File: config.mk
export PLATFORM = sky130hd
export DESIGN_NAME = b06_eql_source
export DESIGN_NICKNAME = d
export VERILOG_FILES = /design/src/rtl/b06_pkg.sv /design/src/rtl/b06_cont_timer.sv /design/src/rtl/b06_eql_source.sv
export SDC_FILE = /design/constraint.sdc
export NUM_CORES = 1
export LEC_CHECK = 0
export CORE_MARGIN = 1
export CORE_UTILIZATION = 32
export DETAILED_ROUTE_END_ITERATION = 10
export GPL_TIMING_DRIVEN = 1
export HOLD_SLACK_MARGIN = 0.12
export SYNTH_ARGS = -nofsm -noshare
export SYNTH_HDL_FRONTEND = slang
export SYNTH_SLANG_ARGS = --single-unit
File: constraint.sdc
create_clock -name clock -period 1.1 [get_ports clock]
set_input_delay 0.22 -clock clock [delete_from_list [all_inputs] [get_ports clock]]
set_output_delay 0.22 -clock clock [all_outputs]
set_load 0.005 [all_outputs]
File: src/rtl/b06_pkg.sv
`default_nettype none
// ============================================================================
// Package  : b06_pkg
// Brief    : Shared types and constants for the b06 EQL request source.
// Revision : 1.0
// ============================================================================
package b06_pkg;

    // Request FSM states; the encoding is fixed here so every user agrees.
    typedef enum logic [1:0] {
        ST_IDLE    = 2'd0,
        ST_ASSERT  = 2'd1,
        ST_RELEASE = 2'd2
    } state_t;

    localparam int unsigned c_CNT_W = 4;
    localparam int unsigned c_TMO_W = 3;

    localparam logic c_CH_A = 1'b0;
    localparam logic c_CH_B = 1'b1;

endpackage : b06_pkg
`default_nettype wire

File: src/rtl/b06_cont_timer.sv
`default_nettype none
// ============================================================================
// Module   : b06_cont_timer
// Brief    : Count timer with live terminal-count compare and CONT_EQL flag.
// Revision : 1.0
// ============================================================================
module b06_cont_timer
    import b06_pkg::*;
#(
    parameter int unsigned CNT_W = c_CNT_W
) (
    input  logic             clk,
    input  logic             rst,
    input  logic             i_enable,
    input  logic [CNT_W-1:0] i_term_val,
    output logic [CNT_W-1:0] o_cnt,
    output logic             o_cont_eql
);

    logic [CNT_W-1:0] r_cnt;
    logic             r_cont_eql;
    logic             w_match;

    // Compared live: a lowered terminal value lets the counter run to wrap.
    assign w_match = (r_cnt == i_term_val);

    always_ff @(posedge clk or posedge rst) begin
        if (rst) begin
            r_cnt      <= '0;
            r_cont_eql <= 1'b0;
        end else if (!i_enable) begin
            r_cnt      <= '0;
            r_cont_eql <= 1'b0;
        end else if (w_match) begin
            r_cnt      <= '0;
            r_cont_eql <= 1'b1;
        end else begin
            r_cnt      <= r_cnt + 1'b1;
            r_cont_eql <= 1'b0;
        end
    end

    assign o_cnt      = r_cnt;
    assign o_cont_eql = r_cont_eql;

endmodule : b06_cont_timer
`default_nettype wire

File: src/rtl/b06_eql_source.sv
`default_nettype none
// ============================================================================
// Module   : b06_eql_source
// Brief    : Latches two request lines and presents one registered EQL to b06,
//            holding it until ACKOUT or an ack timeout; owns the count timer.
// Revision : 1.0
// ============================================================================
module b06_eql_source
    import b06_pkg::*;
#(
    parameter int unsigned CNT_W = c_CNT_W,
    parameter int unsigned TMO_W = c_TMO_W
) (
    input  logic             clock,
    input  logic             RESET_G,
    input  logic             REQ_A,
    input  logic             REQ_B,
    input  logic [CNT_W-1:0] TERM_VAL,
    input  logic             ENABLE_COUNT,
    input  logic             ACKOUT,
    output logic             EQL,
    output logic             CONT_EQL,
    output logic [1:0]       PEND,
    output logic             SERVED,
    output logic [CNT_W-1:0] CNT
);

    // Last pre-fire count: the counter fires as it would reach all-ones,
    // giving 2**TMO_W-1 cycles of EQL high before an unanswered release.
    localparam logic [TMO_W-1:0] c_TMO_FIRE = {{(TMO_W-1){1'b1}}, 1'b0};

    state_t           r_state;
    state_t           w_state_nxt;
    logic             r_eql;
    logic             w_eql_nxt;
    logic [1:0]       r_pend;
    logic [1:0]       w_pend_nxt;
    logic [1:0]       w_pend_clr;
    logic             r_served;
    logic             w_served_nxt;
    logic [TMO_W-1:0] r_tmo;
    logic [TMO_W-1:0] w_tmo_nxt;

    always_ff @(posedge clock or posedge RESET_G) begin
        if (RESET_G) begin
            r_state  <= ST_IDLE;
            r_eql    <= 1'b0;
            r_pend   <= 2'b00;
            r_served <= c_CH_A;
            r_tmo    <= '0;
        end else begin
            r_state  <= w_state_nxt;
            r_eql    <= w_eql_nxt;
            r_pend   <= w_pend_nxt;
            r_served <= w_served_nxt;
            r_tmo    <= w_tmo_nxt;
        end
    end

    always_comb begin
        w_state_nxt  = r_state;
        w_eql_nxt    = r_eql;
        w_served_nxt = r_served;
        w_tmo_nxt    = r_tmo;
        w_pend_clr   = 2'b00;

        case (r_state)
            ST_IDLE: begin
                w_eql_nxt = 1'b0;
                if (r_pend != 2'b00) begin
                    w_state_nxt  = ST_ASSERT;
                    w_eql_nxt    = 1'b1;
                    w_served_nxt = r_pend[c_CH_A] ? c_CH_A : c_CH_B;
                    w_tmo_nxt    = '0;
                end
            end
            ST_ASSERT: begin
                if (ACKOUT) begin
                    w_pend_clr[r_served] = 1'b1;
                    w_state_nxt          = ST_RELEASE;
                    w_eql_nxt            = 1'b0;
                    w_tmo_nxt            = '0;
                end else if (r_tmo == c_TMO_FIRE) begin
                    // Unanswered: drop EQL but keep the request pending.
                    w_state_nxt = ST_RELEASE;
                    w_eql_nxt   = 1'b0;
                    w_tmo_nxt   = '0;
                end else begin
                    w_tmo_nxt = r_tmo + 1'b1;
                end
            end
            ST_RELEASE: begin
                w_state_nxt = ST_IDLE;
                w_eql_nxt   = 1'b0;
            end
            default: begin
                w_state_nxt = ST_IDLE;
                w_eql_nxt   = 1'b0;
                w_tmo_nxt   = '0;
            end
        endcase
    end

    // Set dominates clear so a request arriving with its own ack survives.
    assign w_pend_nxt = (r_pend & ~w_pend_clr) | {REQ_B, REQ_A};

    b06_cont_timer #(
        .CNT_W (CNT_W)
    ) u_cont_timer (
        .clk        (clock),
        .rst        (RESET_G),
        .i_enable   (ENABLE_COUNT),
        .i_term_val (TERM_VAL),
        .o_cnt      (CNT),
        .o_cont_eql (CONT_EQL)
    );

    assign EQL    = r_eql;
    assign PEND   = r_pend;
    assign SERVED = r_served;

endmodule : b06_eql_source
`default_nettype wire
== Yosys cells after proc, flatten, opt, wreduce, memory -nomap -nowiden ==
Index checks and enable logic that the tools add are counted.

* Register bits: 14
* Bits in latches: 0
* RAM bits: 0
* Memory bits (read-only): 0
* Input port bits: 10
* Output and inout port bits: 9
* Word-level logic and storage cells: 48
* Memories: 0

* Add/subtract/negate cells: 2
* Multipliers: 0
* Divide/modulo/power cells: 0
* Order comparisons: 2
* Eq/ne operators: 6
* Shift-type cells: 0
* Muxes and demuxes: 21
* Bitwise operators: 4
* Reduce and logical (&&, ||, !) cells: 6

{| class="wikitable"
|+ Operators with widths
! kind !! number
|-
| $mux W2 || 5
|-
| $mux W3 || 3
|-
| $pmux W3 S3 || 1
|-
| $mux W4 || 2
|-
| $mux W1 || 7
|-
| $reduce_and A2 Y1 || 3
|-
| $add A4 B1 Y4 const B || 1
|-
| $eq A4 B4 Y1 || 1
|-
| $pmux W2 S2 || 1
|-
| $add A3 B1 Y3 const B || 1
|-
| $eq A3 B3 Y1 const B || 1
|-
| $ne A3 B3 Y1 const B || 1
|-
| $and A2 B2 Y2 || 1
|-
| $eq A2 B1 Y1 const B || 1
|-
| $eq A2 B2 Y1 const B || 1
|-
| $logic_not A2 Y1 || 1
|-
| $lt A1 B2 Y1 const B || 1
|-
| $ne A2 B2 Y1 const B || 1
|-
| $not A2 Y2 || 1
|-
| $or A2 B2 Y2 || 1
|-
| $pmux W1 S2 || 1
|-
| $reduce_bool A2 Y1 || 1
|-
| $demux W1 S1 || 1
|-
| $ge A1 B1 Y1 const B || 1
|-
| other kinds (2) || 2
|}

== Logic depth before layout (Yosys ltp) ==
* Depth in word-level cells: 9
* Mapped depth: 3
* Mapped depth without buffers: 3

== Hierarchy ==
A second synthesis with hierarchy kept.

* Cell total of the unflattened synthesis: 58
* Area total of the unflattened synthesis: 679.4 um^2

{| class="wikitable"
|+ Modules (own cells, without submodules)
! module !! times used !! cells an instance !! area an instance (um^2) !! seq. area each (um^2)
|-
| b06_eql_source || 1 || 37 || 429.2 || 225.2
|-
| b06_cont_timer || 1 || 21 || 250.2 || 125.1
|}

== Least setup slack after synthesis ==
OpenSTA, ideal clock, no wires.

* Path type: reg2reg
* From: register r_state[1]
* To: register r_tmo[1]
* Library setup time: 0.126 ns
* Data arrival time: 0.967 ns
* Required time: 0.974 ns
* Setup slack: 0.007 ns
* Cell stages (with the launch flop): 4
* Path buffers: 0
* Clock period less this slack: 1.093 ns
* Cells stage by stage: dfrtp_1 > o21ba_1 > nor2_1 > a221o_1

* Cells in the longest elaborated chain, start to end: 3
* Elaborated cells on any way between the ends: 7
* Those cells by class: eq/ne: 3; mux: 1; bitwise: 1; reduce/logical: 2

{| class="wikitable"
|+ Ends and longest elaborated chain
! element !! line !! text
|-
| start: declaration || b06_eql_source.sv:32 || <nowiki>state_t r_state;</nowiki>
|-
| start signal: assignment || b06_eql_source.sv:52 || <nowiki>r_state <= w_state_nxt;</nowiki>
|-
| $logic_not A2 Y1 / $eq A2 B2 Y1 (equally long branches) || b06_eql_source.sv:67 || <nowiki>case (r_state)</nowiki>
|-
| $ne A2 B2 Y1 (no line) / $not A1 Y1 (equally long branches) || n/a ||
|-
| $reduce_and A2 Y1 (no line) || n/a ||
|-
| end signal: assignment || b06_eql_source.sv:56 || <nowiki>r_tmo <= w_tmo_nxt;</nowiki>
|-
| end: declaration || b06_eql_source.sv:41 || <nowiki>logic [TMO_W-1:0] r_tmo;</nowiki>
|}

Several ways; a longest one is shown, not always the timed one.
A chain may end at the register's enable or synchronous reset.

== Final worst setup path ==
* From: register u_cont_timer.r_cnt[0] (netlist: u_cont_timer.o_cnt[0])
* To: register u_cont_timer.r_cnt[1] (netlist: u_cont_timer.o_cnt[1])

* Cells in the longest elaborated chain, start to end: 3
* Elaborated cells on any way between the ends: 4
* Those cells by class: add/sub: 1; eq/ne: 1; mux: 2

{| class="wikitable"
|+ Ends and longest elaborated chain
! element !! line !! text
|-
| start: declaration || b06_cont_timer.sv:20 || <nowiki>logic [CNT_W-1:0] r_cnt;</nowiki>
|-
| start signal: assignment || b06_cont_timer.sv:38 || <nowiki>r_cnt <= r_cnt + 1'b1;</nowiki>
|-
| $add A4 B1 Y4 / $eq A4 B4 Y1 (equally long branches) || b06_cont_timer.sv:38, b06_cont_timer.sv:25 ||
|-
| $mux W4 * || b06_cont_timer.sv:34 || <nowiki>end else if (w_match) begin</nowiki>
|-
| $mux W4 * || b06_cont_timer.sv:31 || <nowiki>end else if (!i_enable) begin</nowiki>
|}

Every way passes the cells marked *; elsewhere a longest branch is shown, timed or not.

==> impl_metrics.json <==
{
  "finalCriticalPeriod_ns": 1.18,
  "ys_async_sr_fraction_pct": 100,
  "port_buffers": 18,
  "cts_root_buf": "clkbuf_4",
  "nets": 110,
  "fillerInstances": 166,
  "drc_errors": 0,
  "synth_most_common_cell": "dfrtp_1",
  "critPathLaunchType": "register",
  "grt_pass1_wl_mm": 2.35,
  "core-area_um2": 1800,
  "synth_flop_cell": "dfrtp_1",
  "grt_pass1_vias": 564,
  "holdWs_ns": 0.246,
  "synthTopCellsByCount": "dfrtp_1 (14), xnor2_1 (5), nor2_1 (4)",
  "period_share_pct": 108,
  "startpoint": "u_cont_timer.o_cnt[0]$_DFF_PP0_",
  "detail_route.vias_per_cell": 4.76,
  "clk_latency_ns": 0.27,
  "avgRoutedWirePerCell_um": 12.3,
  "setup_tns_ns": -0.387,
  "gp_congestion": 0.716,
  "synthCells": 57,
  "clkSinkCount": 14,
  "antenna_cells": 0,
  "htree_levels": 1,
  "clock_path_buffers": 2,
  "hold_violations": 0,
  "worst_clock_skew_ns": 0.00428,
  "holdBufCountCts": 0,
  "boundaryPins": 19,
  "syn_avg_cell_area_um2": 11.3,
  "grt_overflow": 0,
  "fp-row-count": 15,
  "setup_violations": 7,
  "grt_max_degree": 15,
  "initial_core_util_pct": 35.7,
  "tightest_slew_ns": 0.216,
  "synth_area_um2": 643,
  "p_per_area_nw_per_um2": 1720,
  "fp.dieW_um": 46.8,
  "slew_violations": 0,
  "synth-edff-count": 0,
  "outcome": "complete, but fails checks",
  "peakVddDrop_uv": 961,
  "critPathMaxFanout": 5,
  "yosys_warnings": 0,
  "via_count": 581,
  "ant_nets": 0,
  "crit_arrival_ns": 1.34,
  "drtIter0Drc": 9,
  "syn-num-nets": 68,
  "antenna_found_initial": 0,
  "leakage_nw": 0.530,
  "synth_area_leaders": "dfrtp_1 (54%), xnor2_1 (6.8%), and3_1 (2.9%)",
  "drive_above_1_share_pct": 42.3,
  "cp.required_ns": 1.25,
  "die_h_um": 46.8,
  "cap_violations": 0,
  "grt_util_all_layers_pct": 15.8,
  "timing.fmax_mhz": 844,
  "die-area_um2": 2190,
  "dp_hpwl_um": 961,
  "cts_made_buffers": 3,
  "firstDrtPassIters": 4,
  "fin_ws_ns": -0.0842,
  "r2r_cells": 4,
  "crit-reg2reg-launch": "u_cont_timer.o_cnt[0]$_DFF_PP0_",
  "synth_top_area_share_pct": 54.5,
  "wl_mm": 1.50,
  "yosysTopAreaCell": "dfrtp_1",
  "clk_pin_slew_ns": 0.08,
  "path_class": "register to register",
  "slew_headroom_pct": 85.6,
  "cts_tree": "yes",
  "area_growth_pct": 66.1,
  "rsz0062_at_grt": "yes",
  "min_path_type": "input pin to async pin",
  "seq_area_frac_synth_pct": 54.5,
  "yosys.cell_types.count": 25,
  "violations": "negative setup slack",
  "yosys_register_bits": 14,
  "end_kind": "register"
}
==> cell families after synthesis <==
family                     count (synthesis)  synth area share, %
buffers and inverters                      3                 1.75
adders and majority gates                  1                 1.95
DFF                                       14                 54.5
and+or+nand+nor                           20                 19.7
AOI/OAI and AO/OA                         13                 14.0
xor gates and xnor gates                   6                 8.17
==> repair_timing <==
| item | CTS | global route |
|---|---|---|
| gates cloned | 0 | 0 |
| buffers inserted | 7 | 1 |
| resized for setup | 35 | 15 |
| setup endpoints to repair | 17 | 20 |
| pin swaps | 6 | 8 |
==> state kept, by name, indices dropped and copies added, names as in the netlist <==
signal,flops
EQL,1
PEND,2
SERVED,1
r_state,2
r_tmo,3
u_cont_timer.o_cnt,4
u_cont_timer.o_cont_eql,1
==> report_power, final <==
group	internal, mW	switching [mW]
Sequential	0.635	0.113
Clock	0.126	0.145
Combinational	0.502	0.317
==> through the flow <==
stage               util, %  cells  area [um2]  setup WS [ns]  total power [mW]
floorplan                 -     57         643        0.00666              1.01
global placement       52.0    111         937         -0.257              1.38
detailed placement     52.0    111         937         -0.275              1.39
CTS                    59.0    121        1060        -0.0648              1.79
global route           59.3    122        1070         -0.147              1.96
finish                 59.3    122        1070        -0.0842              1.84
==> worst paths after layout <==
| path | endpoint | slack (ns) |
|---|---|---|
| max in group asynchronous | u_cont_timer.o_cnt[1]$_DFF_PP0_ | 0.69 |
| worst min register to register | SERVED$_DFFE_PP0P_ | 0.58 |
| worst max-delay path | u_cont_timer.o_cnt[1]$_DFF_PP0_ | -0.08 |
| min in group clock | PEND[0]$_DFF_PP0_ | 0.51 |
| worst max register to register | u_cont_timer.o_cnt[1]$_DFF_PP0_ | -0.08 |
| worst min-delay path | r_state[0]$_DFFE_PP0P_ | 0.25 |
==> critical path, stage by stage, from the launching register on <==
cell and delay, ns:
dfrtp_1 0.41, buf_6 0.14, xnor2_1 0.13, nand4_1 0.17, and3_1 0.22
==> metal layers <==
metal | vias up | wire (um) | GRT usage (%)
met2 | 18 | 728 | 26.9
met1 | 270 | 667 | 19.4
met4 | 0 | 16 | 6.86
li1 | 291 | - | -
met3 | 2 | 85 | 3.46
met5 | - | 0 | 0
==> cells in the final DEF (no fill, tap or decap), drive strengths merged <==
cell type      synthesis  layout
nor2b                  1       1
xor2                   1       1
clkbuf                 0      10
a21oi                  3       3
clkdlybuf4s50          0       9
nor2                   4       4
ha                     1       1
nor3b                  3       3
a21o                   2       2
o21a                   1       1
and3b                  2       2
nand4                  1       1
and3                   3       3
a221o                  1       1
inv                    3       3
a22o                   1       1
dfrtp                 14      14
nand3                  2       2
and4b                  1       1
a211o                  1       1
nand2                  2       2
xnor2                  5       5
nand3b                 1       1
buf                    0      21
o21ba                  1       1
o21ai                  3       3
==> final cells by class <==
type                            count  area [um2]  share of cell area [%]
Multi-Input combinational cell     40         353                    33.0
Sequential cell                    14         350                    32.8
Timing Repair Buffer               37         300                    28.1
Tap cell                           25        31.3                    2.93
Clock buffer                        3        22.5                    2.11
Inverter                            3        11.3                    1.05
Power figures use the tool's default switching activity.
==> patch (same settings) <==
The 3 states of `state_t` get a one-hot encoding in 3 bits.
--- a/src/rtl/b06_pkg.sv
+++ b/src/rtl/b06_pkg.sv
@@ -9,6 +9,6 @@
     // Request FSM states; the encoding is fixed here so every user agrees.
-    typedef enum logic [1:0] {
-        ST_IDLE    = 2'd0,
-        ST_ASSERT  = 2'd1,
-        ST_RELEASE = 2'd2
+    typedef enum logic [2:0] {
+        ST_IDLE    = 3'b001,
+        ST_ASSERT  = 3'b010,
+        ST_RELEASE = 3'b100
     } state_t;
Check against the original RTL: same outputs for any inputs over 10 cycles, from zero or initial values and one cycle with RESET_G high; not proved beyond that.
==> patch against the unedited design <==
The run still ends with setup timing left; synthesized area is 14% higher; critical path depth stayed put; global-route usage is 0.76 points lower; worst setup slack worse by 25 ps; sequential cell count is 1 higher; final area is 12% higher; sequential power is 7.9% higher; via count is 12% higher; total power is 7.6% higher; routed wire length is 11% higher; highest routed layer unchanged.
==> patch: results (changes against the unedited design) <==
| Group | Quantity | This run | Change |
| --- | --- | --- | --- |
| run status | Result of the run | finished with violations |  |
| run status | Failing checks | setup timing |  |
| timing | Number of setup violations in the final report | 14 | +7 |
| power | Power per cell area | 1660 nW/um2 | -3.5% |
| placement | Placer congestion estimate | 0.8096 | +13% |
| finish | Multi-input logic area | 386.6 um2 | +9.6% |
| logic synthesis | Share of the yosys chip area belonging to registers | 51.19% | -3.3 points |
| power | Net Sw Frac | 31.88% | +0.55 points |
| finish | Non-clock buffer instance count of the final layout | 39 | +5.4% |
| finish | Layout inverter count without the clock tree | 5 | +2 |
| logic synthesis | Cell types with the highest counts after synthesis | sky130_fd_sc_hd__dfrtp_1 (14), sky130_fd_sc_hd__inv_1 (5), sky130_fd_sc_hd__nor2_1 (5), sky130_fd_sc_hd__xnor2_1 (5) |  |
| timing | Worst clock skew on the final layout | 2.159 ps | -2.124 ps |
| placement | Half-perimeter wire length after placement | 1.129 mm | +17% |
| clock tree | # clock sinks | 15 | +1 |
| global route | GR Util All Layers | 15.08% | -0.76 points |
| route | TritonRoute pass-1 iters | 3 | -1 |
| timing | Post-route worst setup slack | -109.1 ps | -24.94 ps |
| timing | Headroom to the max-slew limit | 77.54% | -8.0 points |
| finish | Clk_buf instances | 4 | +1 |
| global route | Largest net degree at the start of global routing | 16 | +1 |
| finish | Multi-input gate count | 46 | +15% |
| logic synthesis | Synthesized area per cell | 11.15 um2 | -1.2% |
| logic synthesis | Count of different cell masters after synthesis | 27 | +8.0% |
| global route | First-pass GRT wire length | 2.718 mm | +16% |
| finish | Number of filler instances in the final layout | 175 | +5.4% |
| power | Maximum vdd drop | 0.001005 V | +4.5% |
| power | Share of total power in combinational logic | 43.4% | -1.1 points |
| clock tree | # Post-CTS Setup Buffers | 9 | +2 |
| global route | Number of global-route vias before repair | 624 | +11% |
| route | Routed Wire Length | 1.669 mm | +11% |
| logic synthesis | Syn Nets | 77 | +13% |
## patch: cells by family after synthesis
kind of cell | Yosys count | synth area share (%)
buffers and inverters | 5 | 2.551
and+or+nand+nor | 24 | 22.11
xor gates and xnor gates | 6 | 7.143
adders and majority gates | 1 | 1.700
muxes | 2 | 2.721
DFF | 15 | 51.19
AOI/OAI and AO/OA | 13 | 12.59
## patch: metal layers
metal | part of all wire (%) | vias to the layer above | GRT usage, %
li1 | - | 317 | -
met1 | 44 | 314 | 19.11
met2 | 50 | 14 | 23.87
met3 | 3.1 | 4 | 1.852
met4 | 2.3 | 0 | 10.00
met5 | 0 | - | 0
## patch: stage by stage
| step | instances | total power [W] | setup TNS (ps) | hold WS [ps] | setup slack, ps |
|---|---|---|---|---|---|
| 2_1_floorplan | 66 | 0.001171 | 0 | 120.8 | 4.986 |
| 3_3_place_gp | 122 | 0.001601 | -3427 | 532.6 | -315.4 |
| 3_5_place_dp | 122 | 0.001610 | -3599 | 530.3 | -330.3 |
| 4_1_cts | 135 | 0.001985 | -923.2 | 229.1 | -108.7 |
| 5_1_grt | 136 | 0.002115 | -1781 | 255.6 | -158.5 |
| 6_report | 136 | 0.001980 | -804.3 | 232.1 | -109.1 |
## patch: worst paths after layout
check	end	cells after the start	from
worst max-delay path	u_cont_timer.o_cnt[2]	4	u_cont_timer.o_cnt[2]
worst min-delay path	r_tmo[1]	3	RESET_G
worst max register to register	u_cont_timer.o_cnt[2]	4	u_cont_timer.o_cnt[2]
worst min register to register	EQL	2	EQL
max in group asynchronous	r_state[0]	3	RESET_G
min in group clock	PEND[1]	2	REQ_B
## patch: worst max-delay path, delay by kind of cell (launching register included)
kind                      cells  cell delay, ps
DFF                           1             400
buffers and inverters         1             130
and+or+nand+nor               2             450
xor gates and xnor gates      1             130
